[src/rtl/mem_arbiter.sv]
// mem_arbiter: shares one single-port RAM between two bus masters.
//
// Port 0 (core) and port 1 (I/O / DMA) raise reqN and hold weN/addrN/wdataN
// until ackN. An FSM serialises the accesses. Simultaneous requests are
// granted round-robin. Every access ends with a one-cycle ackN. For reads,
// rdataN carries the word in the same cycle as ackN.
//
// Ports:
//   clk, reset             clock; synchronous active-high reset
//   req0/1, we0/1          request and write-enable per port
//   addr0/1, wdata0/1      word address and write data per port
//   ack0/1, rdata0/1       completion pulse and read data per port
//   busy                   high whenever the FSM is not idle
//   mem_read, mem_write    RAM strobes, high only in the issue cycle
//   mem_addr, mem_data_in  RAM address and write data (last-latched values)
//   mem_data_out           RAM read data, valid the cycle after mem_read
module mem_arbiter #(
    parameter int unsigned ADDR_W = 9,
    parameter int unsigned DATA_W = 32
) (
    input  logic              clk,
    input  logic              reset,
    input  logic              req0,
    input  logic              we0,
    input  logic [ADDR_W-1:0] addr0,
    input  logic [DATA_W-1:0] wdata0,
    input  logic              req1,
    input  logic              we1,
    input  logic [ADDR_W-1:0] addr1,
    input  logic [DATA_W-1:0] wdata1,
    output logic              ack0,
    output logic [DATA_W-1:0] rdata0,
    output logic              ack1,
    output logic [DATA_W-1:0] rdata1,
    output logic              busy,
    output logic              mem_read,
    output logic              mem_write,
    output logic [ADDR_W-1:0] mem_addr,
    output logic [DATA_W-1:0] mem_data_in,
    input  logic [DATA_W-1:0] mem_data_out
);

    typedef enum logic [1:0] {StIdle, StIssue, StWait, StDone} state_e;

    state_e            state_q, state_d;
    logic              gnt_q, gnt_d;          // id of the port being served
    logic              last_gnt_q, last_gnt_d;
    logic              we_q, we_d;
    logic [ADDR_W-1:0] addr_q, addr_d;
    logic [DATA_W-1:0] wdata_q, wdata_d;
    logic              ack0_q, ack0_d;
    logic              ack1_q, ack1_d;
    logic [DATA_W-1:0] rdata0_q, rdata0_d;
    logic [DATA_W-1:0] rdata1_q, rdata1_d;
    logic              busy_q, busy_d;
    logic              mem_read_q, mem_read_d;
    logic              mem_write_q, mem_write_d;
    logic              pick;

    always_comb begin
        state_d     = state_q;
        gnt_d       = gnt_q;
        last_gnt_d  = last_gnt_q;
        we_d        = we_q;
        addr_d      = addr_q;
        wdata_d     = wdata_q;
        ack0_d      = 1'b0;
        ack1_d      = 1'b0;
        rdata0_d    = rdata0_q;
        rdata1_d    = rdata1_q;
        busy_d      = busy_q;
        mem_read_d  = 1'b0;
        mem_write_d = 1'b0;
        // On a tie the port not served last wins; otherwise the sole requester.
        pick        = (req0 && req1) ? ~last_gnt_q : req1;

        unique case (state_q)
            StIdle: begin
                if (req0 || req1) begin
                    gnt_d       = pick;
                    we_d        = pick ? we1 : we0;
                    addr_d      = pick ? addr1 : addr0;
                    wdata_d     = pick ? wdata1 : wdata0;
                    // Strobes are registered, so they are set on the grant edge
                    // and appear during the issue cycle.
                    mem_write_d = we_d;
                    mem_read_d  = ~we_d;
                    busy_d      = 1'b1;
                    state_d     = StIssue;
                end
            end
            StIssue: begin
                if (we_q) begin
                    // Write: the ack goes straight to the done cycle.
                    ack0_d  = ~gnt_q;
                    ack1_d  = gnt_q;
                    state_d = StDone;
                end else begin
                    state_d = StWait;
                end
            end
            StWait: begin
                // RAM output is valid now; capture it for the granted port.
                if (gnt_q) begin
                    rdata1_d = mem_data_out;
                end else begin
                    rdata0_d = mem_data_out;
                end
                ack0_d  = ~gnt_q;
                ack1_d  = gnt_q;
                state_d = StDone;
            end
            StDone: begin
                last_gnt_d = gnt_q;
                busy_d     = 1'b0;
                state_d    = StIdle;
            end
            default: begin
                state_d = StIdle;
            end
        endcase
    end

    always_ff @(posedge clk) begin
        if (reset) begin
            state_q     <= StIdle;
            gnt_q       <= 1'b0;
            last_gnt_q  <= 1'b1;
            we_q        <= 1'b0;
            addr_q      <= '0;
            wdata_q     <= '0;
            ack0_q      <= 1'b0;
            ack1_q      <= 1'b0;
            rdata0_q    <= '0;
            rdata1_q    <= '0;
            busy_q      <= 1'b0;
            mem_read_q  <= 1'b0;
            mem_write_q <= 1'b0;
        end else begin
            state_q     <= state_d;
            gnt_q       <= gnt_d;
            last_gnt_q  <= last_gnt_d;
            we_q        <= we_d;
            addr_q      <= addr_d;
            wdata_q     <= wdata_d;
            ack0_q      <= ack0_d;
            ack1_q      <= ack1_d;
            rdata0_q    <= rdata0_d;
            rdata1_q    <= rdata1_d;
            busy_q      <= busy_d;
            mem_read_q  <= mem_read_d;
            mem_write_q <= mem_write_d;
        end
    end

    assign ack0        = ack0_q;
    assign ack1        = ack1_q;
    assign rdata0      = rdata0_q;
    assign rdata1      = rdata1_q;
    assign busy        = busy_q;
    assign mem_read    = mem_read_q;
    assign mem_write   = mem_write_q;
    assign mem_addr    = addr_q;
    assign mem_data_in = wdata_q;

endmodule

[config.mk]
export PLATFORM = sky130hd
export DESIGN_NAME = mem_arbiter
export DESIGN_NICKNAME = d
export VERILOG_FILES = /design/src/rtl/mem_arbiter.sv
export SDC_FILE = /design/constraint.sdc
export NUM_CORES = 1
export LEC_CHECK = 0
export CORE_UTILIZATION = 40
export DETAILED_ROUTE_END_ITERATION = 8
export GPL_ROUTABILITY_DRIVEN = 1
export PLACE_DENSITY = 0.81
export SLEW_MARGIN = 20
export SYNTH_ARGS = -nofsm -noshare
export SYNTH_HDL_FRONTEND = slang
export SYNTH_SLANG_ARGS = --single-unit
[constraint.sdc]
create_clock -name clk -period 2.1 [get_ports clk]
set_clock_uncertainty 0.05 [all_clocks]
set_input_delay 0.21 -clock clk [delete_from_list [all_inputs] [get_ports clk]]
set_output_delay 0.21 -clock clk [all_outputs]
set_load 0.02 [all_outputs]
# --- Word level (Yosys, flattened, before mapping) ---
# Index checks and enable logic that the tools add are counted.
# Widths: inputs -> output; s select.
word_totals:
  mem_count: 0
  ff_bits: 115
  ram_bits: 0
  latchBits: 0
  rom_bits: 0
  in_bits: 120
op_classes:
  multipliers: 0
  n_eq_ne: 4
  shifts: 0
  magnitude_cmp: 0
  add_sub_neg: 0
  reduce_logical: 9
  n_mux: 13
  n_bitwise: 5
  div: 0
ops:
  columns: ["operator", "n"]
  rows:
  - ["$mux 32", 1]
  - ["$mux 9", 1]
  - ["$pmux 2 s4", 1]
  - ["$reduce_and 2->1", 4]
  - ["$mux 1", 6]
  - ["$pmux 1 s2", 3]
  - ["$not 1->1", 5]
  - ["$eq 2x2->1 const B", 2]
  - ["$reduce_or 3->1", 1]
  - ["$eq 2x1->1 const B", 1]
  - ["$logic_not 2->1", 1]
  - ["$mux 2", 1]
  - ["$ne 2x2->1 const B", 1]
  - ["$reduce_bool 2->1", 1]
  - ["$logic_and 1x1->1", 1]
  - ["$logic_or 1x1->1", 1]

# --- Depth between registers and ports, before layout ---
# Gate-level depths: netlist of the first run.
logic_depth:
  ltp_word: 4
  ltp_mapped: 7

# --- Least setup slack after synthesis of the first run ---
# Ideal clock, no wire load.
synth_path:
  kind: "reg2reg"
  start: "reg state_q[0]"
  end: "reg state_q[0]"
  t_required_ns: 1.955
  slack_ns: 0.577
  setup_time_ns: 0.095
  synth_period_minus_slack_ns: 1.523
  arrival_ns: 1.377
  path_stages_with_launch: 5
  path_buffers: 0
  cell_sequence: "dfxtp_1 -> inv_1 -> ha_1 -> or3b_2 -> a221oi_1"
synth_via:
  elab_chain_len: 2
  word_cells_on_any_way: 6
synth_lines:
  columns: ["element", "line", "text"]
  rows:
  - ["start, declared", "45", "state_e state_q, state_d;"]
  - ["start signal, assigned", "126", "state_q <= StIdle;"]
  - ["start signal, assigned", "140", "state_q <= state_d;"]
  - ["$eq 2x2->1 (tied with other cells)", "77", "unique case (state_q)"]
  - ["$pmux 2 s4 / $ne 2x2->1 (equally long branches)", null, null]
# Parallel ways exist; a longest one is shown, timed or not.
# A chain may end at the register's enable or synchronous reset.

# --- Worst setup path in the final report of the first run ---
layout_path:
  start: "reg state_q[0]"
  end: "reg busy_q, in the netlist busy"
layout_via:
  elab_chain_len: 3
  word_cells_on_any_way: 6
layout_lines:
  columns: ["element", "line", "text"]
  rows:
  - ["$eq 2x2->1 / $logic_not 2->1 (equally long branches)", "77", null]
  - ["$reduce_bool 2->1 (no line) / $ne 2x2->1 (equally long branches)", null, null]
  - ["$reduce_and 2->1 (no line)", null, null]
  - ["end signal, assigned", "150", "busy_q <= busy_d;"]
  - ["end, declared", "55", "logic busy_q, busy_d;"]
# Parallel ways exist; a longest one is shown, timed or not.

==> results by group, run 1 <==
Placement
  • Routability cong.: ~0.78
  • Total placed cells including tap cells: between 800 and 900
  • DP Wirelength: 9.673 mm
  • Placed instance area: around 7000 um^2
  • Pre-CTS setup slack: 0.2482 ns
  • Port bufs: 229

Die
  • Area of the die: 11580 um^2
  • I/O pin cnt: 230
  • Initial Util: between 40% and 50%
  • FP Rows: 38
  • Die Height: about 110 um
  • Area of the core: between 10000 and 15000 um^2
  • Die width: around 110 um

Synth
  • Avg Inst Size Synth: between 8 and 9 um^2
  • Netlist cell types: 30
  • Synthesized area: 4463 um^2
  • Simple-Gate Fraction of Synth Area: between 10% and 20%
  • Compound-Gate Fraction of Synth Area: a little over a fifth
  • Sequential area share after synthesis: between 50% and 60%
  • Post-synthesis mux area share: less than 1%
  • Post-synth EDFFs: 0
  • Synth Flop Type: dfxtp_1
  • Largest family of logic cells by synthesized area: compound AO/OA/AOI/OAI gates
  • #FFs+latches synth: about 120
  • Post-synth ARST share: 0%
  • Post-Synth Adder-Cell Area: under 10%
  • Syn Inst Count: 551
  • Xor/xnor cell area share of the yosys netlist: 0%
  • YS warnings: 0
  • Post-synth net total: 676

Clock network
  • Clk pin slew, worst setup/hold paths: 0.06 ns
  • Number of CTS-inserted buffers: 17
  • CTS max path bufs: 2
  • Clock latency on the worst-skew pair: between 0.5 and 0.6 ns
  • Clock Sinks: ~120
  • CTS root buf: clkbuf_8
  • Resized Gates After CTS: 0
  • Cts hold-fix bufs: 0
  • CTS tree: yes
  • Post-CTS setup buffers: 0
  • H-tree depth: 4

Worst setup path
  • Startpoint types: register
  • Max incr delay on CP: about 0.54 ns
  • CP delay by family, top: simple AND/OR/NAND/NOR gates
  • Worst path slowest cell: or3b_2
  • CP cell instances: inv_1, ha_1, or3b_2, a211oi_1
  • Worst Path Max Fanout: 5
  • Kind of critical path: reg -> reg
  • Worst endpoint required time: roughly 2.5 ns
  • Worst Path Arrival: 2.13 ns
  • Setup crit end kind: register
  • Worst path buffer plus inverter count: 1

Detailed routing
  • Routed WL: between 10 and 15 mm
  • M1 wire length: 5.448 mm
  • DR WL met2: ~6.7 mm
  • Iter 0 DRT Violations: 340
  • DR vias: 4713
  • First-pass detailed-route iteration total: 4
  • Routed length on met3: between 1 and 1.5 mm
  • Routed Antenna Nets: 0
  • Routed vias/inst: about 5.1
  • Top Metal Used: met4
  • DRC: 0
  • WL/cell: 14.93 um

Run
  • Maxcap violations: 0

Global route
  • Largest net degree at the start of global routing: between 60 and 70
  • Antenna violations before repair: 0
  • Number of global-route vias before repair: around 4600
  • Global-route usage over all layers: a little under a quarter
  • First-pass GRT wire length: ~22 mm
  • Total gr overflow: 0

Power and ir drop
  • VDD IR max: about 680 uV
  • Leak: 2.763 nW
  • Pwr Density: 1295 nW/um^2
  • Total Power: between 9 and 10 mW

STA
  • RSZ-0062 raised after global routing: false
  • Endpoints failing setup: 0
  • Final min period: between 1.5 and 2 ns
  • Fmax: ~0.56 GHz
  • Relative slew slack: ~52%
  • Slew Viols, Final: 0
  • Hold Fails Final Rpt: 0
  • WHS: ~0.19 ns
  • Crit share post-route: 84.41%
  • Worst-margin pin slew: around 0.71 ns
  • Fin Setup TNS: 0 ns
  • Setup WS post-layout: about 0.33 ns

Cells and area
  • Final Util: approximately 69%
  • Most common cell after layout, fill and taps aside: clkdlybuf4s50_1
  • Most frequent cells in the layout: 228 x clkdlybuf4s50_1, 170 x nand2_1, 115 x dfxtp_1
  • Fin cells: between 900 and 1000
  • Layout area overhead: 66.92%
  • Final Instance Area: ~7400 um^2
  • Layout cell share with drive strength beyond 1: just under 7%
  • Number of nets in the layout: 894
  • Total inserted antenna cells: 0

Worst hold path
  • Hold Path Class: in -> reg

Outcome
  • Status: complete, no violations
## worst register-to-register path: stages (launching register included)
cell,delay (ns)
dfxtp_1,0.34
inv_1,0.15
ha_1,0.31
or3b_2,0.54
a211oi_1,0.29
## final cells by class
| type | instances | area [um^2] |
|---|---|---|
| Sequential cell | 115 | 2302 |
| Timing Repair Buffer | 244 | 2415 |
| Inverter | 2 | 7.507 |
| Multi-Input combinational cell | 389 | 1906 |
| Clock buffer | 18 | 417.9 |
| Tap cell | 140 | 175.2 |
| Fill cell | 887 | 3391 |
| Clock inverter | 14 | 226.5 |
## cell usage after synthesis, types with 2 or more instances
cell / count / share of area [%]
a211oi_1: 44 / 7.4
mux2i_1: 2 / 0.45
nor2_1: 45 / 3.8
buf_6: 5 / 1.3
inv_1: 2 / 0.17
a21oi_1: 106 / 12
ha_1: 5 / 1.4
nor2b_1: 2 / 0.28
dfxtp_1: 115 / 52
nand2_1: 170 / 14
buf_4: 8 / 1.3
buf_1: 4 / 0.34
clkbuf_1: 13 / 1.1
buf_2: 14 / 1.6
## routing by layer
layer / GRT usage (%) / vias to the layer above
met4: 11.45 / 0
met5: 0 / -
met3: 7.869 / 34
li1: - / 2276
met1: 25.84 / 2202
met2: 41.67 / 201
## logic make-up (layout without fill, tap and decap cells)
logic type,after synthesis,after routing
fa+ha+maj,5,5
simple gates,224,224
buf+inv,47,278
compound gates,158,158
flops,115,115
mux,2,2
## where the power goes
| group | leakage (nW) | switching [mW] | internal, mW |
|---|---|---|---|
| clock | 0.307 | 1.06 | 2.06 |
| sequential | 0.940 | 0.283 | 2.69 |
| combinational | 1.52 | 1.97 | 1.58 |
## path summary, 6_finish.rpt
kind | from | to | slack [ns] | depth (start not counted)
max | state_q[0]$_SDFFE_PP0P_ | busy$_SDFFE_PP0P_ | 0.33 | 4
min reg2reg | rdata1[11]$_SDFFE_PP0P_ | rdata1[11]$_SDFFE_PP0P_ | 0.40 | 2
min | reset | gnt_q$_SDFFE_PP0P_ | 0.19 | 2
max reg2reg | state_q[0]$_SDFFE_PP0P_ | busy$_SDFFE_PP0P_ | 0.33 | 4
## flip-flops by register name, summed over array words and instances (netlist names)
signal,flops
gnt_q,1
we_q,1
mem_write,1
ack0,1
last_gnt_q,1
ack1,1
rdata1,32
rdata0,32
state_q,2
mem_addr,9
busy,1
mem_data_in,32
mem_read,1
No activity file was read; power rests on OpenSTA's default activity.
==> inputs of run 2 (changes only) <==
- CORE_UTILIZATION: 40 -> 36
- PLACE_DENSITY: 0.81 -> 0.77
- clock period: 2.1 -> 1.5 ns (I/O delays scaled with it)
==> results by group, run 2 (synthesis gave the netlist of run 1 again) <==
Detailed routing
  • Routed vias/inst: 4.960 (-3.0%)
  • Routed Antenna Nets: 0 (unchanged)
  • Iter 0 DRT Violations: 341 (+0.29%)
  • WL/cell: 15.38 um (+3.0%)
  • Routed WL: 14.84 mm (+7.8%)
  • First-pass detailed-route iteration total: 5 (+1)
  • DR vias: 4786 (+1.5%)
  • DRC: 0 (unchanged)

Power and ir drop
  • Switching share of power: 34.23% (-0.10 points)
  • Share of total power in combinational logic: 39.0% (+2.1 points)
  • Leak: 3.404 nW (+23%)
  • Seq pwr share: 29.4% (-1.4 points)
  • Net switching power figure: 4.803 mW (+45%)
  • Pwr Density: 1804 nW/um^2 (+39%)
  • Internal: 9.230 mW (+46%)
  • Clock share of power: 31.6% (-0.7 points)
  • VDD IR max: 932.5 uV (+37%)

Clock network
  • Clock Sinks: 115 (unchanged)
  • H-tree depth: 4 (unchanged)
  • Cts hold-fix bufs: 0 (unchanged)
  • Number of CTS-inserted buffers: 17 (unchanged)
  • CTS tree: yes
  • Clk pin slew, worst setup/hold paths: 0.05 ns (about the same)
  • CTS root buf: clkbuf_16
  • Clock latency on the worst-skew pair: 0.40 ns (-0.11 ns)
  • CTS max path bufs: 2 (unchanged)

Die
  • I/O pin cnt: 230 (unchanged)
  • Initial Util: 37.00% (-4.2 points)
  • Area of the core: 12060 um^2 (+11%)
  • FP Rows: 40 (+5.3%)
  • Die Height: 113.3 um (+5.3%)
  • Area of the die: 12850 um^2 (+11%)
  • Die width: 113.3 um (+5.3%)

Cells and area
  • Final Instance Area: 7779 um^2 (+4.4%)
  • Number of nets in the layout: 909 (+1.7%)
  • FF+latch area: 2305 um^2 (+0.11%)
  • Fill count: 1038 (+17%)
  • Final Util: 64.49% (-4.2 points)
  • Layout cell share with drive strength beyond 1: 10.54% (+3.8 points)
  • Layout area overhead: 74.29%
  • Most common cell after layout, fill and taps aside: nand2_1
  • Total inserted antenna cells: 0 (unchanged)
  • Most frequent cells in the layout: 170 x nand2_1, 118 x clkdlybuf4s50_1, 113 x dfxtp_1
  • Area of the multi-input gates: 1973 um^2 (+3.5%)

Worst setup path
  • Startpoint types: register
  • Worst path buffer plus inverter count: 4 (+3)
  • Worst Path Arrival: 1.67 ns (-0.46 ns)
  • WP depth: 8 (+4)
  • CP cell instances: inv_2, buf_4, ha_4, nor2b_4, buf_12, clkbuf_16, nand2_1, a21oi_1
  • Worst Path Max Fanout: 8 (+3)
  • Kind of critical path: reg -> reg
  • Setup crit end kind: register
  • Worst endpoint required time: 1.71 ns (-0.75 ns)
  • Register-to-Register Path Depth: 8 (+4)
  • Max incr delay on CP: 0.33 ns (-0.21 ns)
  • Worst path slowest cell: dfxtp_2
  • CP delay by family, top: buffers and inverters

Global route
  • Number of global-route vias before repair: 4577 (+0.33%)
  • First-pass GRT wire length: 22.23 mm (+2.8%)
  • Total gr overflow: 0 (unchanged)
  • Global-route usage over all layers: 22.00% (-1.9 points)
  • Antenna violations before repair: 0 (unchanged)
  • Largest net degree at the start of global routing: 46 (-30%)

Worst hold path
  • Worst hold path depth: 2 (unchanged)
  • Hold Path Class: in -> reg

STA
  • Relative slew slack: 65.63% (+13 points)
  • Fmax: 0.6852 GHz (+21%)
  • Crit share post-route: 97.29% (+13 points)
  • Endpoints failing setup: 0 (unchanged)
  • RSZ-0062 raised after global routing: true
  • Hold Fails Final Rpt: 0 (unchanged)
  • Slew Viols, Final: 0 (unchanged)
  • Final min period: 1.459 ns (-0.3132 ns)
  • Worst-margin pin slew: 0.5156 ns (-0.1984 ns)

Placement
  • Routability cong.: 0.7962 (+2.4%)
  • Port bufs: 229 (unchanged)
  • DP Wirelength: 10.03 mm (+3.7%)
  • Placed instance area: 7061 um^2 (+3.8%)

Outcome
  • Status: complete, no violations

Run
  • Maxcap violations: 0 (unchanged)
-- run 2: cell count changes in the layout (fill, tap and decap cells not counted), moves of 4 or more --
cell / delta
clkbuf_16: +5
a211oi_1: -5
dlygate4sd2_1: +110
clkinv_4: -4
clkdlybuf4s50_1: -110
a211oi_2: +5
clkbuf_8: +5
buf_12: +13
-- run 2: per-stage QoR --
| stage | hold slack (ns) | setup WS, ns | cells | power [mW] | setup TNS, ns |
|---|---|---|---|---|---|
| floorplan | 0.2360 | 0.01401 | 551 | 7.064 | 0 |
| detailed placement | 0.3959 | -0.2109 | 927 | 9.639 | -7.779 |
| CTS | 0.1380 | 0.0001158 | 959 | 13.64 | 0 |
| finish | 0.1586 | 0.04061 | 965 | 14.03 | 0 |
| global route | 0.1790 | -0.01729 | 965 | 14.75 | -0.03319 |
| global placement | 0.3918 | -0.1925 | 927 | 9.478 | -5.764 |
-- run 2: layer usage --
layer,global-route usage (%),part of all wire (%),vias up
li1,-,-,2313
met3,6.695,6.6,26
met2,38.90,51,192
met1,24.29,40,2255
met4,9.737,2.1,0
met5,0,0,-
-- run 2: worst paths after layout --
path / startpoint / end / slack (ns)
worst max-delay path: state_q[0]$_SDFFE_PP0P_ / rdata0[27]$_SDFFE_PP0P_ / 0.04
worst min-delay path: reset / gnt_q$_SDFFE_PP0P_ / 0.16
worst max register to register: state_q[0]$_SDFFE_PP0P_ / rdata0[27]$_SDFFE_PP0P_ / 0.04
worst min register to register: rdata0[22]$_SDFFE_PP0P_ / rdata0[22]$_SDFFE_PP0P_ / 0.40
-- run 2: power by group through the flow --
| stage | registers (mW) | clock network [mW] | logic (mW) |
|---|---|---|---|
| after floorplan | 4.96 | 0 | 2.10 |
| after detailed placement | 4.20 | 0 | 5.44 |
| after global placement | 4.16 | 0 | 5.32 |
| final | 4.13 | 4.43 | 5.47 |
| after global routing | 4.21 | 4.66 | 5.88 |
| after CTS | 4.12 | 4.47 | 5.04 |
-- run 2: final cells by class --
type                    instances  area share (%)
clock inverters                 8           1.866
well taps                     168           2.702
flip-flops and latches        115           29.63
clock buffers                  24           6.579
inverters                       2         0.09651
repair buffers                259           33.76
multi-input cells             389           25.37
-- run 2: worst reg2reg max path: stages, from the launching register on --
cell and delay (ns):
dfxtp_2 0.33, inv_2 0.04, buf_4 0.15, ha_4 0.18, nor2b_4 0.13, buf_12 0.15
clkbuf_16 0.16, nand2_1 0.07, a21oi_1 0.06
-- run 2: timing repair --
item,4_1_cts,5_1_grt
resized for setup,113,15
endpoints found under the setup margin,143,69
setup buffers,0,1
gates cloned,0,5
pin swaps,0,1
